===== src/rtl/processor_pkg.sv =====
// Shared definitions for the didactic processor: instruction field layout,
// opcodes and the fetch unit's state encoding.
package processor_pkg;

  localparam int unsigned OPCODE_LSB = 0;
  localparam int unsigned REGX_LSB   = 3;
  localparam int unsigned REGY_LSB   = 6;
  localparam int unsigned FIELD_W    = 3;

  typedef enum logic [FIELD_W-1:0] {
    MOV  = 3'd0,
    MOVI = 3'd1,
    ADD  = 3'd2,
    SUB  = 3'd3,
    HALT = 3'd7
  } opcode_e;

  typedef enum logic [2:0] {
    FS_IDLE      = 3'd0,
    FS_FETCH     = 3'd1,
    FS_LATCH     = 3'd2,
    FS_ISSUE     = 3'd3,
    FS_IMM_FETCH = 3'd4,
    FS_IMM_LATCH = 3'd5,
    FS_WAIT_DONE = 3'd6,
    FS_HALTED    = 3'd7
  } fetchState_e;

  // movi is the only instruction followed by a data word in program memory.
  function automatic logic hasImmediate(logic [FIELD_W-1:0] opcode);
    return opcode == MOVI;
  endfunction

endpackage


===== src/rtl/program_counter.sv =====
// Program counter register: optional parallel load, otherwise increments
// modulo 2^addrWidth.
module program_counter #(
  parameter int addrWidth = 5
) (
  input  logic                 clock,
  input  logic                 reset,
  input  logic                 load,
  input  logic [addrWidth-1:0] loadValue,
  input  logic                 increment,
  output logic [addrWidth-1:0] pc
);

  always_ff @(posedge clock or posedge reset) begin
    if (reset) begin
      pc <= '0;
    end else if (load) begin
      pc <= loadValue;
    end else if (increment) begin
      pc <= pc + 1'b1;
    end
  end

endmodule


===== src/rtl/instruction_fetch_unit.sv =====
// Fetch stage of the didactic processor: reads program words, issues them to
// the processor with a Run pulse and waits for Done before fetching again.
module instruction_fetch_unit
  import processor_pkg::*;
#(
  parameter int dataWidth  = 9,
  parameter int addrWidth  = 5,
  parameter int countWidth = 16
) (
  input  logic                  clock,
  input  logic                  reset,
  input  logic                  start,
  output logic [addrWidth-1:0]  memAddress,
  output logic                  memReadEn,
  input  logic [dataWidth-1:0]  memReadData,
  input  logic                  Done,
  output logic [dataWidth-1:0]  DataAndInstructionInput,
  output logic                  Run,
  output logic [addrWidth-1:0]  pc,
  output logic [countWidth-1:0] retiredCount,
  output logic                  halted,
  output logic [2:0]            debugState
);

  localparam logic [2:0] IDLE      = FS_IDLE;
  localparam logic [2:0] FETCH     = FS_FETCH;
  localparam logic [2:0] LATCH     = FS_LATCH;
  localparam logic [2:0] ISSUE     = FS_ISSUE;
  localparam logic [2:0] IMM_FETCH = FS_IMM_FETCH;
  localparam logic [2:0] IMM_LATCH = FS_IMM_LATCH;
  localparam logic [2:0] WAIT_DONE = FS_WAIT_DONE;
  localparam logic [2:0] HALTED    = FS_HALTED;

  // Processor handshake: Run is a one-cycle issue pulse carrying the word on
  // DataAndInstructionInput (a movi's immediate follows two cycles later on
  // the same bus); Done is a one-cycle completion pulse that may arrive any
  // cycle after Run, and is remembered in doneSeen until WAIT_DONE consumes it.
  logic [2:0]           state;
  logic [2:0]           nextState;
  logic [dataWidth-1:0] instrReg;
  logic                 doneSeen;
  logic                 doneEvent;
  logic                 pcIncrement;
  logic [FIELD_W-1:0]   readOpcode;
  logic [FIELD_W-1:0]   issueOpcode;

  assign readOpcode  = memReadData[OPCODE_LSB +: FIELD_W];
  assign issueOpcode = instrReg[OPCODE_LSB +: FIELD_W];
  assign doneEvent   = Done | doneSeen;
  assign pcIncrement = (state == LATCH) || (state == IMM_LATCH);

  program_counter #(
    .addrWidth(addrWidth)
  ) u_programCounter (
    .clock    (clock),
    .reset    (reset),
    .load     (1'b0),
    .loadValue('0),
    .increment(pcIncrement),
    .pc       (pc)
  );

  always_comb begin
    nextState = state;
    case (state)
      IDLE:      if (start) nextState = FETCH;
      FETCH:     nextState = LATCH;
      LATCH:     nextState = (readOpcode == HALT) ? HALTED : ISSUE;
      ISSUE:     nextState = hasImmediate(issueOpcode) ? IMM_FETCH : WAIT_DONE;
      IMM_FETCH: nextState = IMM_LATCH;
      IMM_LATCH: nextState = WAIT_DONE;
      WAIT_DONE: if (doneEvent) nextState = start ? FETCH : IDLE;
      HALTED:    nextState = HALTED;
      default:   nextState = IDLE;
    endcase
  end

  always_ff @(posedge clock or posedge reset) begin
    if (reset) begin
      state                   <= IDLE;
      instrReg                <= '0;
      DataAndInstructionInput <= '0;
      Run                     <= 1'b0;
      retiredCount            <= '0;
      doneSeen                <= 1'b0;
    end else begin
      state <= nextState;
      Run   <= (state == ISSUE);
      case (state)
        LATCH: instrReg <= memReadData;
        ISSUE: begin
          DataAndInstructionInput <= instrReg;
          doneSeen                <= 1'b0;
        end
        IMM_FETCH: if (Done) doneSeen <= 1'b1;
        IMM_LATCH: begin
          DataAndInstructionInput <= memReadData;
          if (Done) doneSeen <= 1'b1;
        end
        // Count saturates so a long-running program never reports a wrapped total.
        WAIT_DONE: if (doneEvent && !(&retiredCount)) retiredCount <= retiredCount + 1'b1;
        default: ;
      endcase
    end
  end

  assign memReadEn  = (state == FETCH) || (state == IMM_FETCH);
  assign memAddress = memReadEn ? pc : '0;
  assign halted     = (state == HALTED);
  assign debugState = state;

endmodule


===== config.mk =====
export PLATFORM = sky130hd
export DESIGN_NAME = instruction_fetch_unit
export DESIGN_NICKNAME = d
export VERILOG_FILES = /design/src/rtl/processor_pkg.sv /design/src/rtl/program_counter.sv /design/src/rtl/instruction_fetch_unit.sv
export SDC_FILE = /design/constraint.sdc
export NUM_CORES = 1
export LEC_CHECK = 0
export CAP_MARGIN = 20
export CORE_ASPECT_RATIO = 1.75
export CORE_MARGIN = 2
export CORE_UTILIZATION = 55
export CTS_BUF_LIST = sky130_fd_sc_hd__clkbuf_8
export DETAILED_ROUTE_END_ITERATION = 10
export GPL_TIMING_DRIVEN = 0
export PLACE_DENSITY = 0.94
export SETUP_SLACK_MARGIN = 0.5
export SLEW_MARGIN = 10
export SYNTH_ARGS = -nofsm -noshare
export SYNTH_HDL_FRONTEND = slang
export SYNTH_SLANG_ARGS = --single-unit

===== constraint.sdc =====
create_clock -name clock -period 4.06 [get_ports clock]
set_input_delay 1.015 -clock clock [delete_from_list [all_inputs] [get_ports clock]]
set_output_delay 1.015 -clock clock [all_outputs]
set_load 0.05 [all_outputs]

## Word level (Yosys, flattened, before mapping)

Cells that the tools add are included.

- Register bits after elaboration: 44
- Output and inout bits: 41
- Word-level logic and storage cells: 44

- Add/sub/neg operators: 2
- Equal/unequal tests: 12
- Multiplexer cells: 10
- Bitwise gates (word level): 1
- Reductions and logical operators: 12

Operators with widths:

| cell | count |
|---|---|
| $pmux 3 s8 | 1 |
| $pmux 9 s2 | 1 |
| $add 16x1->16 const B | 1 |
| $reduce_and 16->1 | 1 |
| $eq 3x3->1 const B | 5 |
| $mux 3 | 3 |
| $eq 3x1->1 const B | 2 |
| $eq 3x2->1 const B | 2 |
| $reduce_and 2->1 | 3 |
| $add 5x1->5 const B | 1 |
| $mux 5 | 1 |
| $ne 2x2->1 const B | 2 |
| $reduce_bool 2->1 | 2 |
| $logic_not 3->1 | 1 |
| $logic_or 1x1->1 | 2 |
| $mux 1 | 2 |
| $mux 2 | 1 |
| $ne 2x1->1 const B | 1 |
| $pmux 1 s2 | 1 |
| $reduce_or 2->1 | 1 |
| $logic_and 1x1->1 | 1 |
| $logic_not 1->1 | 1 |
| $or 1x1->1 | 1 |

## Longest topological paths before layout

Gate-level depths: netlist of the first run.

- Depth after elaboration: 4
- Gate-level depth with buffers: 6
- Gate-level depth less buffers: 5

## Hierarchy

From an unflattened synthesis of the first run, not the netlist that was laid out.

- Cell total of the unflattened synthesis: 230
- Area total of the unflattened synthesis: 2225.9 um^2

Modules (own cells, without submodules):

| module | instances | cells an instance | area an instance (um^2) | seq. area each (um^2) |
|---|---|---|---|---|
| instruction_fetch_unit | 1 | 204 | 1975.6 | 975.9 |
| program_counter | 1 | 26 | 250.2 | 125.1 |

## Worst setup path after synthesis of the first run

OpenSTA, ideal clock, no wires.

- Path type: reg2out
- Start: register state[1], in the netlist debugState[1]
- End: output memAddress[0]
- Arrival: 2.304 ns
- Required time: 3.045 ns
- Setup slack: 0.741 ns
- Cell stages (with the launch flop): 5
- Path through: dfrtp_1 -> buf_4 -> clkbuf_1 -> nor2_1 -> and2_1

- Word-level cells in the longest chain between the ends: 3
- Elaborated cells between the ends (all ways): 4

RTL lines:

| element | line | RTL |
|---|---|---|
| start: declaration | instruction_fetch_unit.sv:38 | `logic [2:0] state;` |
| start signal: assignment | instruction_fetch_unit.sv:87 | `state <= nextState;` |
| $eq 3x1->1 / $eq 3x3->1 (equally long branches) | instruction_fetch_unit.sv:107 | `assign memReadEn = (state == FETCH) \|\| (state == IMM_FETCH);` |
| $logic_or 1x1->1 * | instruction_fetch_unit.sv:107 |  |
| via memReadEn | instruction_fetch_unit.sv:14 | `output logic memReadEn,` |
| $mux 5 * | instruction_fetch_unit.sv:108 | `assign memAddress = memReadEn ? pc : '0;` |
| end: declaration | instruction_fetch_unit.sv:13 | `output logic [addrWidth-1:0] memAddress,` |

The timed path passes the listed nets; every way through them passes the cells marked *.

## Final worst setup path of the first run

- Start: register state[1], in the netlist debugState[1]
- End: output memReadEn

- Word-level cells in the longest chain between the ends: 2
- Elaborated cells between the ends (all ways): 3

RTL lines:

| element | line |
|---|---|
| $eq 3x1->1 / $eq 3x3->1 (equally long branches) | instruction_fetch_unit.sv:107 |
| $logic_or 1x1->1 * | instruction_fetch_unit.sv:107 |
| end: declaration | instruction_fetch_unit.sv:14 |

Mark *: on every way between the ends. The rest lies on a longest branch, timed or not.

==> results_dict.tcl, run 1 <==
set metrics [dict create \
    maxCapViolCount 0 \
    internal-power_w 0.00129 \
    grt_antenna_before_repair 0 \
    ys_ff_latch 44 \
    skew_ns 0.0103 \
    fp.coreArea_um2 3870 \
    ant_nets 0 \
    cts_root_buffer "clkbuf_8" \
    maxSlewViolCount 0 \
    routed_wl_mm 4.94 \
    synth_common_cells "44 x dfrtp_1, 14 x o22ai_1, 14 x xnor2_1" \
    crit_arrival_ns 2.34 \
    track_usage_pct 24.4 \
    numCtsBuffers 5 \
    drc 0 \
    cts_hold_buf 0 \
    drtIter0Drc 37 \
    via_count 1804 \
    synthArstFlopShare_pct 100 \
    cts-htree-levels 2 \
    cp_slowest_cell "clkdlybuf4s50_1" \
    maxSlewHeadroom_pct 65.1 \
    syn2layout_area_growth_pct 32.5 \
    cp.required_ns 3.04 \
    io_pins 54 \
    netlist_instances 196 \
    total_power_w 0.00248 \
    synth-edff-count 0 \
    die_area_um2 4540 \
    setup.worst_path.start_class "register" \
    grt_setup_unrepaired "false" \
    synth_area_leaders "dfrtp_1 50%, xnor2_1 5.6%, mux2_2 4.6%" \
    place_congestion 0.804 \
    fmax_ghz 0.298 \
    synth_area_um2 2200 \
    setup_tns_ns 0 \
    nets 272 \
    synth_flop_cell "dfrtp_1" \
    synth_top_area_share_pct 50.1 \
    die_w_um 51.8 \
    std_cell_rows 30 \
    grt_pass1_wl_mm 8.22 \
    grt_pass1_vias 1783 \
    clock_latency_ns 0.30 \
    power_frac_seq_pct 30.8 \
    p_leak_nw 1.29 \
    nFillCells 298 \
    cts_tree "built" \
    syn-num-nets 211 \
    synth.avg_cell_area_um2 11.2 \
    path_clk_slew_ns 0.08 \
    cp_slowest_stage_delay_ns 0.88 \
    r2r_slack_ns 2.31 \
    finalCritPeriodShare_pct 82.5 \
    synth_cell_types 45 \
    diodes 0 \
    p_per_area_nw_per_um2 854 \
    criticalPathCategory "register to output port" \
    yosys.area.top_type "dfrtp_1" \
    crit_chain "buf_4 > clkbuf_1 > nor2_1 > clkdlybuf4s50_1" \
    combinationalPowerShare_pct 58.2 \
    clock_power_share_pct 11.1 \
    routedWlPerCell_um 16.1 \
    cts_buffer_depth 2 \
    fp.dieH_um 87.6 \
    dpl.hpwl_mm 3.69 \
    synth_most_common_cell "dfrtp_1" \
    finalCriticalPeriod_ns 3.35 \
    grt_max_degree 30 \
    ys_seq_area_share_pct 50.1 \
    start_util_pct 56.8 \
    setup_violations 0 \
    end_kind "output port" \
    timing_hold_violations_final 0 \
    outcome "finished, final reports clean" \
    grt_overflow 0 \
    synth_warnings 0 \
    viasPerCell 5.90 \
    firstDrtPassIters 4 \
    critical_path.max_fanout 10 \
    swShare_pct 48.3 \
    clock-sinks 44 \
    peakVddDrop_uv 602 \
    worst_pin_slew_ns 0.523 \
    hold_class "register to register" \
    portBuffers 53 \
    p_sw_w 0.00120 \
    drive_above_1_share_pct 13.6 \
]
==> flip-flops by register name, summed over array words and instances (netlist names) <==
name                     count
retiredCount                16
DataAndInstructionInput      9
instrReg                     9
u_programCounter.pc          5
debugState                   3
Run                          1
doneSeen                     1
==> power by group through the flow <==
| stage | logic [W] | clock network, W | registers, W |
|---|---|---|---|
| 2_1_floorplan | 0.000648 | 0 | 0.00113 |
| 3_3_place_gp | 0.00141 | 0 | 0.000760 |
| 3_5_place_dp | 0.00144 | 0 | 0.000771 |
| 4_1_cts | 0.00145 | 0.000286 | 0.000763 |
| 5_1_grt | 0.00154 | 0.000303 | 0.000786 |
| 6_report | 0.00144 | 0.000275 | 0.000765 |
==> cell families after synthesis <==
logic type	after synthesis	share of synthesized area [%]
adder cells (fa/ha/maj)	2	1.14
AO/OA/AOI/OAI	55	17.0
XOR/XNOR	19	7.57
multiplexers	11	5.64
AND/OR/NAND/NOR	52	15.9
buffers and inverters	13	2.62
flip-flops	44	50.1
==> placed cells by master (no fill, tap or decap), drive strengths merged, types with 4 or more instances in the layout <==
cell type,count
a21oi,13
and2,6
o21ai,5
o22ai,14
nand4,8
mux2,11
a211oi,4
o22a,7
xor2,5
clkdlybuf4s50,48
nand3,5
buf,8
xnor2,14
and3,5
nand2,10
inv,5
clkbuf,8
nor2,8
dfrtp,44
dlymetal6s2s,5
==> final cells by class <==
type	instances	area, µm²	share of cell area, %
plain buffers	9	42.5	1.46
clock buffers	6	82.6	2.84
clock inverters	2	7.51	0.258
inverters	4	15.0	0.516
multi-input cells	139	1040	35.7
flip-flops and latches	44	1100	37.8
well taps	48	60.1	2.06
repair buffers	54	563	19.3
==> timing repair <==
| action | 4_1_cts | 5_1_grt |
|---|---|---|
| setup endpoints to repair | 0 | 5 |
| setup buffers | 0 | 0 |
| resized for setup | 0 | 5 |
==> final timing paths <==
check / to / startpoint / cells after the start
setup / recovery: memReadEn / debugState[1] / 4
hold / removal: debugState[1] / instrReg[0] / 1
setup reg to reg: retiredCount[1] / debugState[0] / 6
hold reg to reg: debugState[1] / instrReg[0] / 1
max in group asynchronous: instrReg[7] / reset / 3
min in group asynchronous: Run / reset / 2
==> through the flow <==
| step | cells | setup slack, ns | instance area (µm²) | utilization, % | hold WS [ns] |
|---|---|---|---|---|---|
| after floorplan | 196 | 0.741 | 2200 | - | 0.446 |
| after global placement | 297 | 0.945 | 2790 | 72.1 | 0.471 |
| after detailed placement | 298 | 0.900 | 2810 | 72.6 | 0.476 |
| after CTS | 306 | 0.537 | 2900 | 75.0 | 0.500 |
| after global routing | 306 | 0.558 | 2910 | 75.3 | 0.518 |
| final | 306 | 0.709 | 2910 | 75.3 | 0.494 |
==> layer usage <==
metal	GRT usage (%)	wire length [µm]	share of wire, %
met3	5.46	183	3.7
met4	10.5	90	1.8
met1	26.7	1860	38
met2	44.3	2800	57
met5	0	0	0
==> critical path, delay by kind of cell (launching register included) <==
family                 cells  cell delay [ns]
buffers and inverters      3             1.29
flip-flops                 1             0.39
AND/OR/NAND/NOR            1             0.35
No activity file was read; power rests on OpenSTA's default activity.
==> run 2: changes to the inputs <==
--- a/config.mk
+++ b/config.mk
@@ -8,11 +8,11 @@
 export CAP_MARGIN = 20
 export CORE_ASPECT_RATIO = 1.75
 export CORE_MARGIN = 2
-export CORE_UTILIZATION = 55
+export CORE_UTILIZATION = 51
 export CTS_BUF_LIST = sky130_fd_sc_hd__clkbuf_8
 export DETAILED_ROUTE_END_ITERATION = 10
 export GPL_TIMING_DRIVEN = 0
-export PLACE_DENSITY = 0.94
+export PLACE_DENSITY = 0.88
 export SETUP_SLACK_MARGIN = 0.5
 export SLEW_MARGIN = 10
 export SYNTH_ARGS = -nofsm -noshare
==> constraint.sdc (replaced) <==
create_clock -name clock -period 3.5 [get_ports clock]
set_input_delay 0.875 -clock clock [delete_from_list [all_inputs] [get_ports clock]]
set_output_delay 0.875 -clock clock [all_outputs]
set_load 0.05 [all_outputs]
==> run 2 against run 1 <==
First-iteration DRC count rose by 84%. Count of clock-buffer cells in the layout increased by 1. Sequential power rose by 16%. Hold slack got worse by 0.0046 ns. Via count increased by 1.3%. Clock power is 24% higher. Sequential share of layout area grew 0.34 points. Core utilization decreased by 5.8 points. Critical endpoint unchanged. Final area decreased by 0.90%.
==> results_dict.tcl, run 2 (same netlist as run 1, synthesis figures left out) <==
set metrics [dict create \
    start_util_pct 52.9 \
    finalCriticalPeriod_ns 2.79 \
    place_congestion 0.845 \
    setup_tns_ns 0 \
    grt_pass1_wl_mm 9.09 \
    drtIter0Drc 68 \
    largest-register "retiredCount" \
    outcome "finished, final reports clean" \
    cts_root_buffer "clkbuf_8" \
    diodes 0 \
    p_leak_nw 1.22 \
    clock_latency_ns 0.29 \
    crit_arrival_ns 1.91 \
    cts-htree-levels 2 \
    postLayoutCoreUtil_pct 69.5 \
    fmax_ghz 0.359 \
    largest_reg_flops 16 \
    criticalPathCategory "register to output port" \
    ant_nets 0 \
    cp_slowest_stage_delay_ns 0.57 \
    die_area_um2 4870 \
    io_pins 54 \
    grt_max_degree 32 \
    total_power_w 0.00291 \
    final_common_cell "clkdlybuf4s50_1" \
    timing_hold_violations_final 0 \
    cts_tree "built" \
    whs_ns 0.490 \
    placed_cell_area_um2 2810 \
    routed_wl_mm 5.34 \
    fp.dieH_um 90.8 \
    hold_class "register to register" \
    nets 272 \
    path_clk_slew_ns 0.07 \
    end_kind "output port" \
    grt_pass1_vias 1897 \
    portBuffers 53 \
    maxSlewViolCount 0 \
    crit_chain "buf_4 > clkbuf_2 > nor2_2 > dlygate4sd2_1" \
    numCtsBuffers 5 \
    grt_overflow 0 \
    setup.worst_path.start_class "register" \
    skew_ns 0.00542 \
    drive_above_1_share_pct 17.5 \
    routedWlPerCell_um 17.5 \
    firstDrtPassIters 4 \
    cp_slowest_cell "dlygate4sd2_1" \
    critical_path.max_fanout 10 \
    largestRegisters "retiredCount (16), DataAndInstructionInput (9), instrReg (9)" \
    worst_pin_slew_ns 0.542 \
    setup_violations 0 \
    cts_buffer_depth 2 \
    grt_setup_unrepaired "false" \
    track_usage_pct 25.1 \
    viasPerCell 5.97 \
    dpl.hpwl_mm 3.76 \
    grt_antenna_before_repair 0 \
    via_count 1828 \
    syn2layout_area_growth_pct 31.3 \
    nFillCells 320 \
    die_w_um 53.6 \
    finalCritPeriodShare_pct 79.6 \
    p_per_area_nw_per_um2 1010 \
    maxSlewHeadroom_pct 63.8 \
    critical_path_buf_inv_count 3 \
    stdcell_area_um2 2880 \
    maxCapViolCount 0 \
    fp.coreArea_um2 4150 \
    most-common-layout-cells "46 x clkdlybuf4s50_1, 44 x dfrtp_1, 14 x xnor2_1, 14 x o22ai_1, 12 x a21oi_1" \
    peakVddDrop_uv 779 \
    drc 0 \
    std_cell_rows 31 \
    clock-sinks 44 \
    crit_family "buffers and inverters" \
    post-cts-setup-buffer-count 0 \
    cp.required_ns 2.62 \
]
==> run 2: changes by cell type in the layout (fill, tap and decap cells not counted), sizes merged <==
cell,previous run,this run
clkdlybuf4s50,48,46
buf,8,6
clkbuf,8,16
inv,5,3
dlygate4sd2,0,2
dlymetal6s2s,5,0
==> run 2: power breakdown <==
group / internal, W / total (W) / switching (W) / leakage, nW
sequential: 0.000706 / 0.000887 / 0.000181 / 0.542
combinational: 0.000614 / 0.00168 / 0.00106 / 0.630
clock: 0.000176 / 0.000340 / 0.000165 / 0.0503
==> run 2: cell type report <==
| class | count | area [µm²] | area share, % |
|---|---|---|---|
| Buffer | 9 | 46.3 | 1.61 |
| Clock buffer | 7 | 96.3 | 3.34 |
| Inverter | 4 | 15.0 | 0.521 |
| Multi-Input combinational cell | 139 | 1040 | 36.1 |
| Sequential cell | 44 | 1100 | 38.2 |
| Tap cell | 49 | 61.3 | 2.13 |
| Timing Repair Buffer | 54 | 523 | 18.1 |
==> run 2: worst paths after layout <==
kind                                    start                         end  slack [ns]  depth (start not counted)
worst max-delay path            debugState[1]                   memReadEn        0.71                          4
worst min-delay path              instrReg[5]  DataAndInstructionInput[5]        0.49                          2
worst max register to register  debugState[0]             retiredCount[1]        1.72                          6
worst min register to register    instrReg[5]  DataAndInstructionInput[5]        0.49                          2
max in group asynchronous               reset               debugState[0]        2.19                          3
min in group asynchronous               reset            retiredCount[14]        0.85                          2
==> run 2: metrics by stage <==
step,std cells,worst slack [ns]
floorplan,196,0.594
global placement,298,0.614
detailed placement,299,0.563
CTS,306,0.508
global route,306,0.624
finish,306,0.715
==> run 2: per-layer routing <==
layer / vias to the layer above / global-route usage (%) / wire, µm
li1: 851 / - / -
met1: 903 / 29.3 / 1980
met2: 60 / 43.1 / 2990
met3: 14 / 4.80 / 213
met4: 0 / 9.62 / 150
met5: - / 0 / 0
==> run 2: worst register-to-register path: stages, from the launching register on <==
cell	delay [ns]
dfrtp_1	0.41
buf_2	0.19
nand2b_4	0.19
or2_0	0.22
buf_2	0.17
a21oi_2	0.16
mux2_1	0.33
==> run 2: what timing repair did <==
item                                   in CTS  in global routing
gates cloned                                0                  0
hold buffers                                0                  0
gates resized for setup                     7                 14
endpoints found under the hold margin       0                  0
setup endpoints to repair                   7                  6
==> run 3: changes to the inputs <==
==> constraint.sdc (replaced) <==
create_clock -name clock -period 2.8 [get_ports clock]
set_input_delay 0.7 -clock clock [delete_from_list [all_inputs] [get_ports clock]]
set_output_delay 0.7 -clock clock [all_outputs]
set_load 0.05 [all_outputs]
==> run 3 against run 2 <==
Routed wire length shrank 1.6%. Critical endpoint is now halted. Combinational power grew 30%. Power grew 32%. Critical path type unchanged. Non-clock buffer count is the same. Via count grew 0.66%. Flip-flop and latch count is the same. Largest cell class unchanged. Sequential power grew 26%. Largest power group unchanged.
==> results_dict.tcl, run 3 (same netlist as run 1, synthesis figures left out) <==
set metrics [dict create \
    setup.worst_path.start_class "register" \
    grt_max_degree 36 \
    final_common_cell "dfrtp_1" \
    busiest_layer "met2" \
    nFillCells 327 \
    fp.dieH_um 90.8 \
    min_to "retiredCount[5]" \
    fp.coreArea_um2 4150 \
    setup_violations 0 \
    gr-usage-met2_pct 43.5 \
    most-common-layout-cells "41 x dfrtp_1, 34 x clkdlybuf4s50_1, 14 x o22ai_1, 13 x xnor2_1, 12 x a21oi_1" \
    routedWlPerCell_um 17.1 \
    crit_arrival_ns 1.58 \
    worst_pin_slew_ns 0.524 \
    holdPathStages 1 \
    dpl.hpwl_mm 3.82 \
    cp.required_ns 2.10 \
    post-cts-setup-buffer-count 0 \
    maxSlewHeadroom_pct 65.1 \
    postLayoutCoreUtil_pct 72.4 \
    dp_slack_ns 0.0571 \
    largest-register "retiredCount" \
    numCtsBuffers 5 \
    routed_wl_mm 5.26 \
    portBuffers 53 \
    drtIter0Drc 41 \
    finalCriticalPeriod_ns 2.28 \
    drive_above_1_share_pct 22.5 \
    p_per_area_nw_per_um2 1280 \
    grt_antenna_before_repair 0 \
    layout.cells.non_filler 307 \
    clock-sinks 44 \
    place_congestion 0.827 \
    whs_ns 0.500 \
    p_leak_nw 1.38 \
    fmax_ghz 0.439 \
    grt_setup_unrepaired "false" \
    r2r_slack_ns 1.03 \
    worstRegToRegCells 6 \
    track_usage_pct 24.5 \
    cts_buffer_depth 2 \
    criticalPathCategory "register to output port" \
    die_w_um 53.6 \
    outcome "finished, final reports clean" \
    critical_path.max_fanout 10 \
    nets 272 \
    largest_reg_flops 16 \
    timing.rr.start "debugState[0]" \
    std_cell_rows 31 \
    maxCapViolCount 0 \
    cts_hold_buf 0 \
    hold_class "register to register" \
    skew_ns 0.00718 \
    maxSlewViolCount 0 \
    start_util_pct 52.9 \
    end_kind "output port" \
    drc 0 \
    via_count 1840 \
    timing_hold_violations_final 0 \
    viasPerCell 5.99 \
    die_area_um2 4870 \
    dpl.cell_count 299 \
    ant_nets 0 \
    syn2layout_area_growth_pct 36.7 \
    worstHoldStart "retiredCount[5]" \
    io_pins 54 \
    setup_tns_ns 0 \
    cts-htree-levels 2 \
    cts_root_buffer "clkbuf_8" \
    grt_pass1_wl_mm 8.85 \
    clock_latency_ns 0.30 \
    cts_tree "built" \
    grtUsageMet1_pct 27.0 \
    finalCritPeriodShare_pct 81.3 \
    largestRegisters "retiredCount (16), DataAndInstructionInput (9), instrReg (9)" \
    rr_endpoint "retiredCount[1]" \
    layout_setup_ws_ns 0.524 \
    grt_pass1_vias 1910 \
    firstDrtPassIters 4 \
    grt_overflow 0 \
    peakVddDrop_uv 993 \
    grt_util_met3_pct 4.64 \
    path_clk_slew_ns 0.08 \
    diodes 0 \
]
run 3: cell count changes in the layout (fill, tap and decap cells not counted), moves of 3 or more:
cell	delta
clkbuf_2	-8
and2_1	-5
dfrtp_1	-3
dfrtp_2	+3
clkdlybuf4s50_1	-12
dlygate4sd2_1	+4
and2_4	+5
buf_6	+6
dlymetal6s2s_1	+6
run 3: through the flow:
| step | total power (W) | cell area [µm²] |
|---|---|---|
| finish | 0.00384 | 3000 |
| detailed placement | 0.00326 | 2830 |
| global route | 0.00404 | 3000 |
| CTS | 0.00381 | 2960 |
| floorplan | 0.00262 | 2220 |
| global placement | 0.00320 | 2810 |
run 3: worst max-delay path: stages (launching register included):
cell	delay, ns
dfrtp_2	0.39
buf_4	0.17
buf_2	0.24
and3_2	0.21
buf_2	0.25
run 3: final cells by class:
type                            instances  area [µm²]  area share, %
Clock buffer                            7        96.3           3.21
Multi-Input combinational cell        139        1070           35.5
Tap cell                               49        61.3           2.04
Sequential cell                        44        1100           36.8
Inverter                                4        15.0          0.500
Clock inverter                          1        30.0           1.00
Timing Repair Buffer                   54         558           18.6
Buffer                                  9        70.1           2.33
run 3: where the power goes:
part	switching (W)	internal [W]	leakage [nW]	total, W
Sequential	0.000233	0.000886	0.539	0.00112
Combinational	0.00134	0.000835	0.775	0.00218
Clock	0.000223	0.000315	0.0645	0.000538
run 3: worst max-delay path by stage:
stage / startpoint / to / cells after the start / slack, ns
after global placement: reset / debugState[2] / 2 / 0.02
after detailed placement: debugState[1] / memAddress[1] / 5 / 0.06
after floorplan: debugState[1] / memAddress[0] / 4 / 0.54
after CTS: debugState[0] / halted / 4 / 0.50
final: debugState[0] / halted / 4 / 0.52
after global routing: debugState[0] / memAddress[2] / 5 / 0.50
run 3: layer usage:
| layer | wire (µm) | vias to the layer above |
|---|---|---|
| met5 | 0 | - |
| met1 | 1940 | 921 |
| met3 | 218 | 9 |
| met4 | 83 | 0 |
| met2 | 3020 | 62 |
| li1 | - | 848 |
run 3: repair_timing:
action / CTS / global route
resized for setup: 56 / 15
endpoints found under the setup margin: 13 / 13
pin swaps: 1 / 1
